$ cat src/rtl/tlul_adapter_reg_lite.sv
// Single-outstanding TL-UL device adapter: turns each buffered A-channel request
// into a one-shot register read/write strobe and returns the result on the D channel.
module tlul_adapter_reg_lite #(
    parameter int RegAw = 8,
    parameter int RegDw = 32
) (
    input  logic             clk_i,
    input  logic             rst_i,
    input  logic [101:0]     tl_i,
    output logic [67:0]      tl_o,
    output logic             re_o,
    output logic             we_o,
    output logic [RegAw-1:0] addr_o,
    output logic [RegDw-1:0] wdata_o,
    output logic [3:0]       be_o,
    input  logic [RegDw-1:0] rdata_i,
    input  logic             busy_i,
    input  logic             error_i
);

    localparam logic [2:0] PutFullData    = 3'd0;
    localparam logic [2:0] PutPartialData = 3'd1;
    localparam logic [2:0] Get            = 3'd4;

    typedef enum logic [1:0] {
        IDLE,
        ACCESS,
        RESP
    } state_e;

    state_e state_q, state_d;

    logic        a_valid;
    logic [2:0]  a_opcode;
    logic [1:0]  a_size;
    logic [7:0]  a_source;
    logic [31:0] a_address;
    logic [3:0]  a_mask;
    logic [31:0] a_data;
    logic        d_ready;
    logic        unused_tl;

    assign a_valid   = tl_i[101];
    assign a_opcode  = tl_i[100:98];
    assign a_size    = tl_i[94:93];
    assign a_source  = tl_i[92:85];
    assign a_address = tl_i[84:53];
    assign a_mask    = tl_i[52:49];
    assign a_data    = tl_i[48:17];
    assign d_ready   = tl_i[0];
    assign unused_tl = ^{tl_i[97:95], tl_i[16:1], a_address};

    logic             is_get_q;
    logic [1:0]       size_q;
    logic [7:0]       source_q;
    logic [RegDw-1:0] d_data_q;
    logic             d_error_q;
    logic             req_err;
    logic             accept;
    logic             complete;

    // Malformed requests are answered locally and never reach the register side.
    assign req_err = !(a_opcode == PutFullData || a_opcode == PutPartialData || a_opcode == Get)
                   || (a_address[1:0] != 2'b00)
                   || (a_size > 2'd2)
                   || (a_opcode == PutFullData && a_mask != 4'hF);

    assign accept   = (state_q == IDLE) && a_valid;
    assign complete = (state_q == ACCESS) && !busy_i;

    always_ff @(posedge clk_i or posedge rst_i) begin
        if (rst_i) begin
            state_q <= IDLE;
        end else begin
            state_q <= state_d;
        end
    end

    always_comb begin
        state_d = state_q;
        case (state_q)
            IDLE:    if (a_valid) state_d = req_err ? RESP : ACCESS;
            ACCESS:  if (!busy_i) state_d = RESP;
            RESP:    if (d_ready) state_d = IDLE;
            default: state_d = IDLE;
        endcase
    end

    always_ff @(posedge clk_i or posedge rst_i) begin
        if (rst_i) begin
            is_get_q  <= 1'b0;
            size_q    <= '0;
            source_q  <= '0;
            addr_o    <= '0;
            be_o      <= '0;
            wdata_o   <= '0;
            d_data_q  <= '0;
            d_error_q <= 1'b0;
        end else if (accept) begin
            is_get_q  <= (a_opcode == Get);
            size_q    <= a_size;
            source_q  <= a_source;
            addr_o    <= a_address[RegAw-1:0] & ~RegAw'(3);
            be_o      <= a_mask;
            wdata_o   <= a_data;
            d_data_q  <= req_err ? '1 : '0;
            d_error_q <= req_err;
        end else if (complete) begin
            // Read data only matters for Get; writes answer with zero unless the register errored.
            d_data_q  <= error_i ? '1 : (is_get_q ? rdata_i : '0);
            d_error_q <= error_i;
        end
    end

    logic d_valid;

    assign d_valid = (state_q == RESP);
    assign re_o    = (state_q == ACCESS) && is_get_q;
    assign we_o    = (state_q == ACCESS) && !is_get_q;

    assign tl_o = {
        d_valid,
        d_valid ? {2'b00, is_get_q} : 3'd0,
        3'd0,
        d_valid ? size_q : 2'd0,
        d_valid ? source_q : 8'd0,
        1'b0,
        d_valid ? d_data_q : 32'd0,
        16'd0,
        d_valid & d_error_q,
        (state_q == IDLE)
    };

endmodule

$ cat config.mk
export PLATFORM = sky130hd
export DESIGN_NAME = tlul_adapter_reg_lite
export DESIGN_NICKNAME = d
export VERILOG_FILES = /design/src/rtl/tlul_adapter_reg_lite.sv
export SDC_FILE = /design/constraint.sdc
export NUM_CORES = 1
export LEC_CHECK = 0
export CORE_AREA = 3 3 109 111
export DETAILED_ROUTE_END_ITERATION = 12
export DIE_AREA = 0 0 112 114
export PLACE_DENSITY = 0.8
export SYNTH_ARGS = -nofsm -noshare
export SYNTH_HDL_FRONTEND = slang
export SYNTH_SLANG_ARGS = --single-unit
$ cat constraint.sdc
create_clock -name clk_i -period 3.1 [get_ports clk_i]
set_input_delay 0.62 -clock clk_i [delete_from_list [all_inputs] [get_ports clk_i]]
set_output_delay 0.62 -clock clk_i [all_outputs]
set_load 0.01 [all_outputs]
==> results.md, run 1 <==
* Power Density at 613 nW/um2
* Worst setup margin at 0.279 ns
* Post-synth ARST share at 1.00
* Placed inst area at 5930 um2
* Routed len/inst at 16.8 um
* DP HPWL at 8250 um
* Critical path class: reg2out
* Rows at 38
* Worst vdd ir at 0.361 mV
* Most common flop cell mapped by yosys: dfrtp_1
* Initial core utilization at 0.375
* Top cells by count, synth: dfrtp_1, mux2_2, inv_1
* Post-CTS setup buffers at 0
* Fin Clk Skew at 0.00970 ns
* Hold Path Class: reg2reg
* # fillers at 944
* Die ar. at 12800 um2
* Drt drc at 0
* Final Setup Violations at 0
* Post-route ant nets at 0
* Status: complete, no violations
* Vias in the first global route at 3586
* Max-slew headroom at 0.499
* Clk_lat worst skew at 0.35 ns
* Most frequent cell after synthesis: dfrtp_1
* Crit path DAT at 2.20 ns
* Final period util at 0.910
* Number of placed I/O pins at 252
* Post-CTS resize count at 0
* EDFF count, synth at 0
* Achievable Freq at 354 MHz
* Mapped Area at 4080 um2
* Slew @ Worst Pin at 0.752 ns
* Core footprint at 10900 um2
* Fin. max-slew vios at 0
* Post-Route WL at 11400 um
* Reg clk slew, reported paths at 0.09 ns
* Width of the die at 112 um
* Synth Register Bits at 88
* Setup TNS at 0 ns
* Pwr Total at 3.77 mW
* Share of post-route cells with drive strength above 1 at 0.152
* Clock sinks at 88
* Worst Path Required at 2.48 ns
* Grt total ovfl at 0
* Synthesis-to-layout area growth at 50.8%
* Leak at 2.71 nW
* Routability cong. at 0.785
* Fin nets at 673
* GRT Total Usage at 0.180
* Syn Area/Cell at 11.2 um2
* Largest fanout on the critical path at 12
* Die H at 114 um
* Fin area at 6150 um2
* RSZ-0062 raised after global routing: no
* H-tree levels at 3
* Avg Vias per Cell at 4.96
* Worst slack at placement at 0.484 ns
* Min Clock Period, post-route at 2.82 ns
* Inserted Diodes at 0
* Largest cells by area after synthesis: dfrtp_1, mux2_2, a211oi_1
* CTS Buf Count at 9
* MaxCap Viol Count at 0
* CTS tree: yes
* Port bufs at 184
* Synthesis Warnings at 0
* Post-synth top area cell: dfrtp_1
* Worst Setup End Kind: output pin
* First-pass GRT wire length at 18200 um
* DR iter-0 viols at 304
* Startpoint types: flop
* Post-Synthesis Cells at 363
* DR pass1 iterations at 4
* Hold-fix buffers at CTS at 0
* Endpoints failing hold at 0
* CTS root buf: clkbuf_8
* Largest net degree at the start of global routing at 48
* Initial antenna violation count at 0
* Yosys cell types at 30
* Seq/Total Area, Yosys at 0.540
* Area fraction of the dominant cell type after synthesis at 0.540
* Deepest clock path buffer count at 2
* WHS at 0.506 ns
* Vias at 3366
==> metal layers <==
layer	global-route usage	wire length, um	vias up
met5	0	0	-
met4	0.0529	141	0
met3	0.0727	1170	13
met2	0.313	5800	169
met1	0.204	4290	1636
li1	-	-	1548
==> state kept, by name, indices dropped and copies added, names as in the netlist <==
signal	flops
addr_o	6
d_error_q	1
be_o	4
source_q	8
is_get_q	1
wdata_o	32
state_q	2
size_q	2
d_data_q	32
==> power breakdown <==
part           internal [mW]  switching (mW)  leakage (nW)  total, mW
clock                  0.493           0.389         0.112      0.882
sequential              1.38           0.111         0.949       1.49
combinational          0.820           0.577          1.64       1.40
==> logic make-up after synthesis <==
logic type | Yosys count | share of synthesized area
multiplexers | 52 | 0.144
buffers and inverters | 91 | 0.117
AND/OR/NAND/NOR | 60 | 0.0804
AO/OA/AOI/OAI | 71 | 0.118
other | 1 | 0.000920
flip-flops | 88 | 0.540
==> final cells by class <==
type	count	area, um2	area share
clock buffers	12	155	0.0252
well taps	140	175	0.0285
inverters	36	136	0.0222
multi-input cells	207	1490	0.243
flip-flops and latches	88	2200	0.358
clock inverters	3	65.1	0.0106
repair buffers	193	1920	0.313
==> metrics by stage <==
stage | utilization | cells
after global placement | 0.544 | 664
after detailed placement | 0.544 | 664
after global routing | 0.565 | 679
final | 0.565 | 679
after CTS | 0.565 | 679
after floorplan | - | 386
==> worst max-delay path: stages (launching register included) <==
cell and delay (ns):
dfrtp_1 0.49, inv_1 0.08, nor2_1 0.47, and2_1 0.24, clkdlybuf4s50_1 0.56
==> cell usage in the layout, fill, tap and decap left out, types with 3 or more instances in the layout <==
master and instances:
nor3_1 34, mux2_2 52, conb_1 24, nor2_1 3, clkdlybuf4s50_1 184, a211oi_1 32
clkbuf_8 11, and2_1 11, buf_4 8, inv_1 35, a21oi_1 32, dfrtp_1 88
==> worst paths after layout <==
path                                          from                 endpoint  slack, ns  cells past startpoint
max                         state_q[1]$_DFFE_PP0P_                 tl_o[57]       0.28                      4
min                        source_q[0]$_DFFE_PP0P_  source_q[0]$_DFFE_PP0P_       0.51                      1
max reg2reg                 state_q[0]$_DFFE_PP0P_  d_data_q[3]$_DFFE_PP0P_       0.92                      4
min reg2reg                source_q[0]$_DFFE_PP0P_  source_q[0]$_DFFE_PP0P_       0.51                      1
max in group asynchronous                    rst_i  source_q[2]$_DFFE_PP0P_       1.81                      3
min in group asynchronous                    rst_i   wdata_o[8]$_DFFE_PP0P_       0.59                      2
Power figures use the tool's default switching activity.
==> inputs of run 2 (changes only) <==
- ABC_AREA: not set -> 0
==> results of run 2 <==
Same layout as run 1: the final DEF is identical, and so are final timing and power.
